$ cat config.mk
export PLATFORM = sky130hd
export DESIGN_NAME = regfile_wb_arbiter
export DESIGN_NICKNAME = d
export VERILOG_FILES = /design/src/rtl/regfile_wb_arbiter.sv
export SDC_FILE = /design/constraint.sdc
export NUM_CORES = 1
export LEC_CHECK = 0
export CAP_MARGIN = 5
export CORE_MARGIN = 3
export CORE_UTILIZATION = 43
export DETAILED_ROUTE_END_ITERATION = 10
export PLACE_DENSITY = 0.89
export SYNTH_ARGS = -nofsm -noshare
export SYNTH_HDL_FRONTEND = slang
export SYNTH_SLANG_ARGS = --single-unit
$ cat constraint.sdc
create_clock -name clk -period 4.5 [get_ports clk]
set_input_delay 0.675 -clock clk [delete_from_list [all_inputs] [get_ports clk]]
set_output_delay 0.675 -clock clk [all_outputs]
set_load 0.005 [all_outputs]
$ cat src/rtl/regfile_wb_arbiter.sv
// Register-file write-port arbiter: WB has fixed priority, and a starvation counter forces a multi-cycle grant.
// Define REGWB_ARB_STATS_EN to add the saturating conflict and forced-grant counters.
module regfile_wb_arbiter #(
    parameter int DATA_W   = 16,
    parameter int REG_W    = 3,
    parameter int MAX_WAIT = 3
) (
    input  logic              clk,
    input  logic              rst_n,
    input  logic              i_Wb_Valid,
    input  logic [REG_W-1:0]  i_Wb_Reg,
    input  logic [DATA_W-1:0] i_Wb_Data,
    output logic              o_Wb_Ready,
    input  logic              i_Mc_Valid,
    input  logic [REG_W-1:0]  i_Mc_Reg,
    input  logic [DATA_W-1:0] i_Mc_Data,
    output logic              o_Mc_Ready,
    output logic              o_RegWrite,
    output logic [REG_W-1:0]  o_Write_Register,
    output logic [DATA_W-1:0] o_Write_Data,
`ifdef REGWB_ARB_STATS_EN
    output logic [15:0]       o_Conflict_Count,
    output logic [15:0]       o_Force_Count,
`endif
    output logic              o_Zero_Drop
);

    localparam logic [0:0] PRI_WB = 1'b0;
    localparam logic [0:0] PRI_MC = 1'b1;
    localparam logic [3:0] MAX_W  = 4'(MAX_WAIT);

    logic [0:0]        state_q, state_d;
    logic [3:0]        wait_q, wait_d;
    logic              regwrite_q, regwrite_d;
    logic              zero_drop_q, zero_drop_d;
    logic [REG_W-1:0]  write_reg_q, write_reg_d;
    logic [DATA_W-1:0] write_data_q, write_data_d;
    logic              wb_grant, mc_grant, accept;
    logic [REG_W-1:0]  sel_reg;
    logic [DATA_W-1:0] sel_data;

    // Grants are suppressed while reset is held so nothing is acknowledged during reset.
    always_comb begin
        wb_grant = 1'b0;
        mc_grant = 1'b0;
        if (rst_n) begin
            case (state_q)
                PRI_WB: begin
                    wb_grant = i_Wb_Valid;
                    mc_grant = !i_Wb_Valid && i_Mc_Valid;
                end
                PRI_MC:  mc_grant = i_Mc_Valid;
                default: mc_grant = 1'b0;
            endcase
        end
    end

    assign o_Wb_Ready = wb_grant;
    assign o_Mc_Ready = mc_grant;
    assign accept     = wb_grant || mc_grant;
    assign sel_reg    = wb_grant ? i_Wb_Reg  : i_Mc_Reg;
    assign sel_data   = wb_grant ? i_Wb_Data : i_Mc_Data;

    always_comb begin
        wait_d = wait_q;
        if (mc_grant || !i_Mc_Valid || state_q == PRI_MC)
            wait_d = 4'd0;
        else if (wait_q != MAX_W)
            wait_d = wait_q + 4'd1;

        // PRI_MC lasts exactly one cycle: it either grants Mc or drops back on a protocol violation.
        state_d = PRI_WB;
        if (state_q == PRI_WB && i_Mc_Valid && !mc_grant && wait_d == MAX_W)
            state_d = PRI_MC;

        regwrite_d   = accept && (sel_reg != '0);
        zero_drop_d  = accept && (sel_reg == '0);
        write_reg_d  = regwrite_d ? sel_reg  : write_reg_q;
        write_data_d = regwrite_d ? sel_data : write_data_q;
    end

    always_ff @(posedge clk or negedge rst_n) begin
        if (!rst_n) begin
            state_q      <= PRI_WB;
            wait_q       <= 4'd0;
            regwrite_q   <= 1'b0;
            zero_drop_q  <= 1'b0;
            write_reg_q  <= '0;
            write_data_q <= '0;
        end else begin
            state_q      <= state_d;
            wait_q       <= wait_d;
            regwrite_q   <= regwrite_d;
            zero_drop_q  <= zero_drop_d;
            write_reg_q  <= write_reg_d;
            write_data_q <= write_data_d;
        end
    end

    assign o_RegWrite       = regwrite_q;
    assign o_Zero_Drop      = zero_drop_q;
    assign o_Write_Register = write_reg_q;
    assign o_Write_Data     = write_data_q;

`ifdef REGWB_ARB_STATS_EN
    logic [15:0] conflict_q, conflict_d;
    logic [15:0] force_q, force_d;

    always_comb begin
        conflict_d = conflict_q;
        force_d    = force_q;
        if (i_Wb_Valid && i_Mc_Valid && conflict_q != 16'hFFFF)
            conflict_d = conflict_q + 16'd1;
        if (mc_grant && state_q == PRI_MC && force_q != 16'hFFFF)
            force_d = force_q + 16'd1;
    end

    always_ff @(posedge clk or negedge rst_n) begin
        if (!rst_n) begin
            conflict_q <= 16'd0;
            force_q    <= 16'd0;
        end else begin
            conflict_q <= conflict_d;
            force_q    <= force_d;
        end
    end

    assign o_Conflict_Count = conflict_q;
    assign o_Force_Count    = force_q;
`endif

endmodule

==> results of run 1 <==
==> power by group <==
group          switching (mW)  total (mW)  internal [mW]
clock network          0.0670       0.117         0.0495
logic                  0.0759       0.222          0.146
registers              0.0239       0.297          0.273
total                   0.167       0.636          0.469
==> sequential cells by signal, summed over array words and instances, names as in the netlist <==
register and count:
o_RegWrite 1, o_Write_Data 16, o_Write_Register 3, o_Zero_Drop 1
state_q 1, wait_q 4
==> layer usage <==
| layer | share of wire | vias to the layer above |
|---|---|---|
| met5 | 0 | - |
| met4 | 0.011 | 0 |
| met3 | 0.072 | 6 |
| met2 | 0.52 | 47 |
| met1 | 0.40 | 571 |
| li1 | - | 581 |
==> layout make-up <==
cell class / count / area [um^2]
Sequential cell: 26 / 651
Timing Repair Buffer: 65 / 648
Inverter: 4 / 15.0
Tap cell: 42 / 52.6
Multi-Input combinational cell: 103 / 647
Clock buffer: 4 / 36.3
Fill cell: 202 / 827
==> cells by family (layout without fill, tap and decap cells) <==
group           count (synthesis)  in the layout
flops                          26             26
buf+inv                         9             73
fa+ha+maj                       1              1
simple gates                   70             70
mux                            21             21
compound gates                  9              9
xor+xnor                        2              2
==> Yosys cell counts (all sizes together) <==
| cell type | number | area share |
|---|---|---|
| mux2 | 16 | 0.16 |
| o21ai | 2 | 0.010 |
| nand3 | 1 | 0.0037 |
| a21oi | 4 | 0.015 |
| dfrtp | 26 | 0.48 |
| nor2 | 6 | 0.017 |
| ha | 1 | 0.0093 |
| mux2i | 5 | 0.037 |
| xor2 | 2 | 0.013 |
| inv | 4 | 0.011 |
| o31ai | 1 | 0.0056 |
| nor4 | 1 | 0.0047 |
| nand2 | 49 | 0.14 |
| o22ai | 2 | 0.0093 |
| nor3 | 5 | 0.019 |
| nand3b | 2 | 0.014 |
| buf | 3 | 0.018 |
| nor2b | 4 | 0.019 |
| nand2b | 2 | 0.0093 |
| clkbuf | 2 | 0.0056 |
==> worst paths after layout <==
path                                       start                to  slack, ns  cells after the start
worst max-delay path                  i_Wb_Valid        o_Wb_Ready       1.20                      4
worst min-delay path            o_Write_Data[14]  o_Write_Data[14]       0.51                      1
worst max register to register           state_q  o_Write_Data[11]       2.01                      4
worst min register to register  o_Write_Data[14]  o_Write_Data[14]       0.51                      1
max in group asynchronous                  rst_n   o_Write_Data[1]       3.42                      2
min in group asynchronous                  rst_n  o_Write_Data[10]       0.82                      2
==> worst max-delay path, stage by stage <==
cell and delay, ns:
clkdlybuf4s50_1 0.54, nand3b_2 0.41, inv_2 0.42, clkdlybuf4s50_1 0.57
==> impl_metrics.py, run 1 <==
metrics = {
    "run_status": {
        "status": "finished, final reports clean",
    },
    "finish": {
        "final_cell_area_mm2": 0.00205,
        "final_cells": 244,
        "syn_to_final_growth_pct": 52.5,
        "final_common_cell": "clkdlybuf4s50_1",
        "final_cell_mix": "clkdlybuf4s50_1 (64), nand2_1 (49), dfrtp_1 (26)",
        "insertedDiodeCount": 0,
        "final_nets": 246,
        "drive_gt1_frac": 0.0842,
        "utilization": 0.712,
    },
    "timing": {
        "post-route-min-period_ns": 3.30,
        "drv_slew": 0,
        "fin_worst_skew_ns": 0.00619,
        "rsz0062_at_grt": "no",
        "finalSetupViolations": 0,
        "setup_ws_ns": 1.20,
        "tightest_slew_ns": 0.969,
        "relSlewSlack": 0.354,
        "hold_viol_final": 0,
        "fmax_ghz": 0.303,
        "holdWs_ns": 0.510,
        "period_share": 0.733,
        "fin_setup_tns_ns": 0,
    },
    "global_route": {
        "grt_util_met3": 0.0351,
        "grtUsageMet1": 0.204,
        "grt_pass1_vias": 1280,
        "met2_usage": 0.347,
        "grt_overflow": 0,
        "gr-usage-all-layers": 0.187,
        "antenna_found_initial": 0,
        "grt_pass1_wl_um": 5320,
        "grt-busiest-layer": "met2",
        "grt_max_degree": 30,
    },
    "detailed_routing": {
        "ant_nets": 0,
        "drt-total-wl_um": 3440,
        "first_iter_violations": 69,
        "vias": 1205,
        "routedWlPerCell_um": 14.1,
        "dr.pass1.iters": 4,
        "viasPerCell": 4.94,
        "drc_errors": 0,
    },
    "logic_synthesis": {
        "synth-seq-cells": 26,
        "syn_avg_cell_area_um2": 9.74,
        "synth_top_family_by_area": "simple AND/OR/NAND/NOR gates",
        "synthXorXnorAreaFrac": 0.0130,
        "synth_compound_area_frac": 0.0400,
        "synth_cell_types": 26,
        "netlist_instances": 138,
        "muxShareOfSynthArea": 0.196,
        "synth_adder_area_share": 0.00931,
        "synth_warnings": 0,
        "syn_nets": 181,
        "yosys.area_share.simple": 0.223,
        "synth_area_mm2": 0.00134,
        "ys_seq_area_frac": 0.484,
    },
    "power_and_ir_drop": {
        "ir_worst_vdd_uv": 183,
        "power_leakage_nw": 0.980,
        "total_power_mw": 0.636,
        "p_per_area_mw_per_mm2": 310,
    },
    "cts": {
        "postCtsSetupRepairBufs": 0,
        "cts_tree": "done",
        "htree_levels": 1,
        "cts_sinks": 26,
        "postCtsHoldBufs": 0,
        "post_cts_resized": 0,
        "root_buffer": "clkbuf_4",
        "numCtsBuffers": 3,
        "clockBufferDepth": 2,
        "clk_latency_ns": 0.32,
        "clk_pin_slew_worst_paths_ns": 0.13,
    },
    "place": {
        "dpl_cell_area_mm2": 0.00201,
        "pre_cts_ws_ns": 1.20,
        "numPlacedInstances": 240,
        "dpl.hpwl_um": 2660,
        "io_buffers": 64,
        "gp_congestion": 0.701,
    },
    "die": {
        "core_area_mm2": 0.00288,
        "initial_core_util": 0.467,
        "pin_count": 65,
        "die_h_um": 61.9,
        "fp-row-count": 19,
        "die_area_mm2": 0.00383,
        "dieWidth_um": 61.9,
    },
    "worst_setup_path": {
        "crit_path_start_kind": "input port",
        "cp.arrival_ns": 2.62,
        "path_class": "input port to primary output",
        "crit_path_end_kind": "primary output",
        "cp.required_ns": 3.83,
        "crit_fanout": 22,
    },
    "worst_hold_path": {
        "hold_path.class": "register to register",
    },
    "flow_run": {
        "max_cap_viol_count": 0,
    },
}
No activity file was read; power rests on OpenSTA's default activity.
==> run 2, diff against run 1 <==
--- a/config.mk
+++ b/config.mk
@@ -7,9 +7,9 @@
 export LEC_CHECK = 0
 export CAP_MARGIN = 5
 export CORE_MARGIN = 3
-export CORE_UTILIZATION = 43
+export CORE_UTILIZATION = 40
 export DETAILED_ROUTE_END_ITERATION = 10
-export PLACE_DENSITY = 0.89
+export PLACE_DENSITY = 0.84
 export SYNTH_ARGS = -nofsm -noshare
 export SYNTH_HDL_FRONTEND = slang
 export SYNTH_SLANG_ARGS = --single-unit
==> constraint.sdc (replaced) <==
create_clock -name clk -period 3.4 [get_ports clk]
set_input_delay 0.51 -clock clk [delete_from_list [all_inputs] [get_ports clk]]
set_output_delay 0.51 -clock clk [all_outputs]
set_load 0.005 [all_outputs]
==> run 2 against run 1 <==
Against the previous run: cell area is 0.49% higher; sequential share of layout area down 0.15 points; hold slack worse by 0.082 ns; highest routed layer unchanged; global-route usage shrank 1.8 points; clock-buffer cell count did not move; via count fell by 2.8%; final cell count rose by 1.2%; critical path type unchanged; register-to-register slack got worse by 0.91 ns.
==> impl_metrics.py, run 2 (synthesis results as in run 1) <==
metrics = {
    "cts": {
        "post_cts_resized": 0,
        "postCtsHoldBufs": 0,
        "clockBufferDepth": 2,
        "htree_levels": 1,
        "postCtsSetupRepairBufs": 0,
        "numCtsBuffers": 3,
        "clk_latency_ns": 0.32,
        "root_buffer": "clkbuf_4",
        "cts_tree": "done",
        "cts_sinks": 26,
        "clk_pin_slew_worst_paths_ns": 0.14,
    },
    "timing": {
        "drv_slew": 0,
        "setup_ws_ns": 0.471,
        "post-route-min-period_ns": 2.93,
        "finalSetupViolations": 0,
        "tightest_slew_ns": 1.01,
        "rsz0062_at_grt": "no",
        "relSlewSlack": 0.327,
        "fmax_ghz": 0.341,
        "period_share": 0.861,
        "hold_viol_final": 0,
        "fin_worst_skew_ns": 0.00694,
        "fin_setup_tns_ns": 0,
    },
    "power_and_ir_drop": {
        "total_power_mw": 0.843,
        "p_per_area_mw_per_mm2": 410,
        "power_leakage_nw": 0.984,
        "ir_worst_vdd_uv": 227,
    },
    "global_route": {
        "grt-busiest-layer": "met2",
        "grt_overflow": 0,
        "gr-usage-all-layers": 0.169,
        "grtUsageMet1": 0.192,
        "grt_util_met3": 0.0334,
        "grt_pass1_vias": 1269,
        "grt_pass1_wl_um": 5650,
        "met2_usage": 0.326,
        "grt_max_degree": 25,
        "antenna_found_initial": 0,
    },
    "worst_setup_path": {
        "crit_fanout": 18,
        "r2r_start": "state_q",
        "crit_path_start_kind": "input port",
        "path_class": "input port to primary output",
        "crit_path_end_kind": "primary output",
        "cp.arrival_ns": 2.42,
        "cp.required_ns": 2.89,
        "crit_path_end": "o_Wb_Ready",
        "crit_path_cell_trace": "clkdlybuf4s50_1, nand3b_2, inv_2, clkdlybuf4s50_1",
        "worst_r2r_path_depth": 4,
        "crit_start": "rst_n",
        "crit_top_cell": "clkdlybuf4s50_1",
        "timing.rr.end": "o_Write_Data[12]",
        "slowest_stage": "clkdlybuf4s50_1",
        "cpPeakStageDelay_ns": 0.66,
        "r2r_slack_ns": 1.10,
    },
    "worst_hold_path": {
        "hold_path.class": "input port to async pin",
    },
    "flow_run": {
        "max_cap_viol_count": 0,
    },
    "die": {
        "initial_core_util": 0.430,
        "core_area_mm2": 0.00313,
        "fp-row-count": 20,
        "pin_count": 65,
        "die_h_um": 64.0,
        "dieWidth_um": 64.0,
        "die_area_mm2": 0.00409,
    },
    "finish": {
        "final_nets": 247,
        "final_cell_mix": "clkdlybuf4s50_1 (64), nand2_1 (49), dfrtp_1 (26)",
        "syn_to_final_growth_pct": 53.3,
        "final_common_cell": "clkdlybuf4s50_1",
        "utilization": 0.658,
        "drive_gt1_frac": 0.0887,
        "insertedDiodeCount": 0,
        "largest_register_ffs": 16,
        "final_cell_area_mm2": 0.00206,
    },
    "place": {
        "pre_cts_ws_ns": 0.325,
        "gp_congestion": 0.714,
        "dpl.hpwl_um": 2700,
        "io_buffers": 64,
        "dpl_cell_area_mm2": 0.00202,
    },
    "run_status": {
        "status": "finished, final reports clean",
    },
    "detailed_routing": {
        "dr.pass1.iters": 4,
        "ant_nets": 0,
        "drc_errors": 0,
        "first_iter_violations": 30,
        "drt-total-wl_um": 3370,
        "routedWlPerCell_um": 13.6,
        "vias": 1171,
        "viasPerCell": 4.74,
    },
}
[run 2: changes by cell type in the layout (fill, tap and decap cells not counted), sizes merged]
cell and change:
buf +1
[run 2: layer usage]
layer,wire [um],up-vias
li1,-,583
met1,1440,547
met2,1690,39
met3,216,2
met4,16,0
met5,0,-
[run 2: area by class of cell]
type                       instances  area [um^2]
clock buffer                       4         36.3
fill                             263         1070
inverter                           4         15.0
multi-input combinational        103          647
sequential                        26          651
tap                               44         55.1
timing repair buffer              66          656
[run 2: stage by stage]
| stage | hold slack [ns] | cells |
|---|---|---|
| 3_5_place_dp | 0.484 | 243 |
| 3_3_place_gp | 0.481 | 243 |
| 4_1_cts | 0.426 | 247 |
| 2_1_floorplan | 0.214 | 138 |
| 5_1_grt | 0.424 | 247 |
| 6_report | 0.429 | 247 |
[run 2: power breakdown]
part           total [mW]  internal (mW)  switching, mW
Combinational       0.295          0.195         0.0996
Sequential          0.394          0.362         0.0318
Clock               0.155         0.0655         0.0896
Total               0.843          0.622          0.221
[run 2: worst max-delay path, delay by kind of cell]
family / cells / cell delay, ns
and+or+nand+nor: 1 / 0.32
buffers and inverters: 3 / 1.58
[run 2: how the worst min path moves through the flow]
stage,endpoint,slack [ns],from
after detailed placement,o_Write_Data[11],0.48,o_Write_Data[11]
after global routing,o_Write_Register[0],0.42,rst_n
final,o_Write_Register[0],0.43,rst_n
after global placement,o_Write_Data[12],0.48,o_Write_Data[12]
after floorplan,o_RegWrite,0.21,rst_n
after CTS,o_Write_Register[0],0.43,rst_n
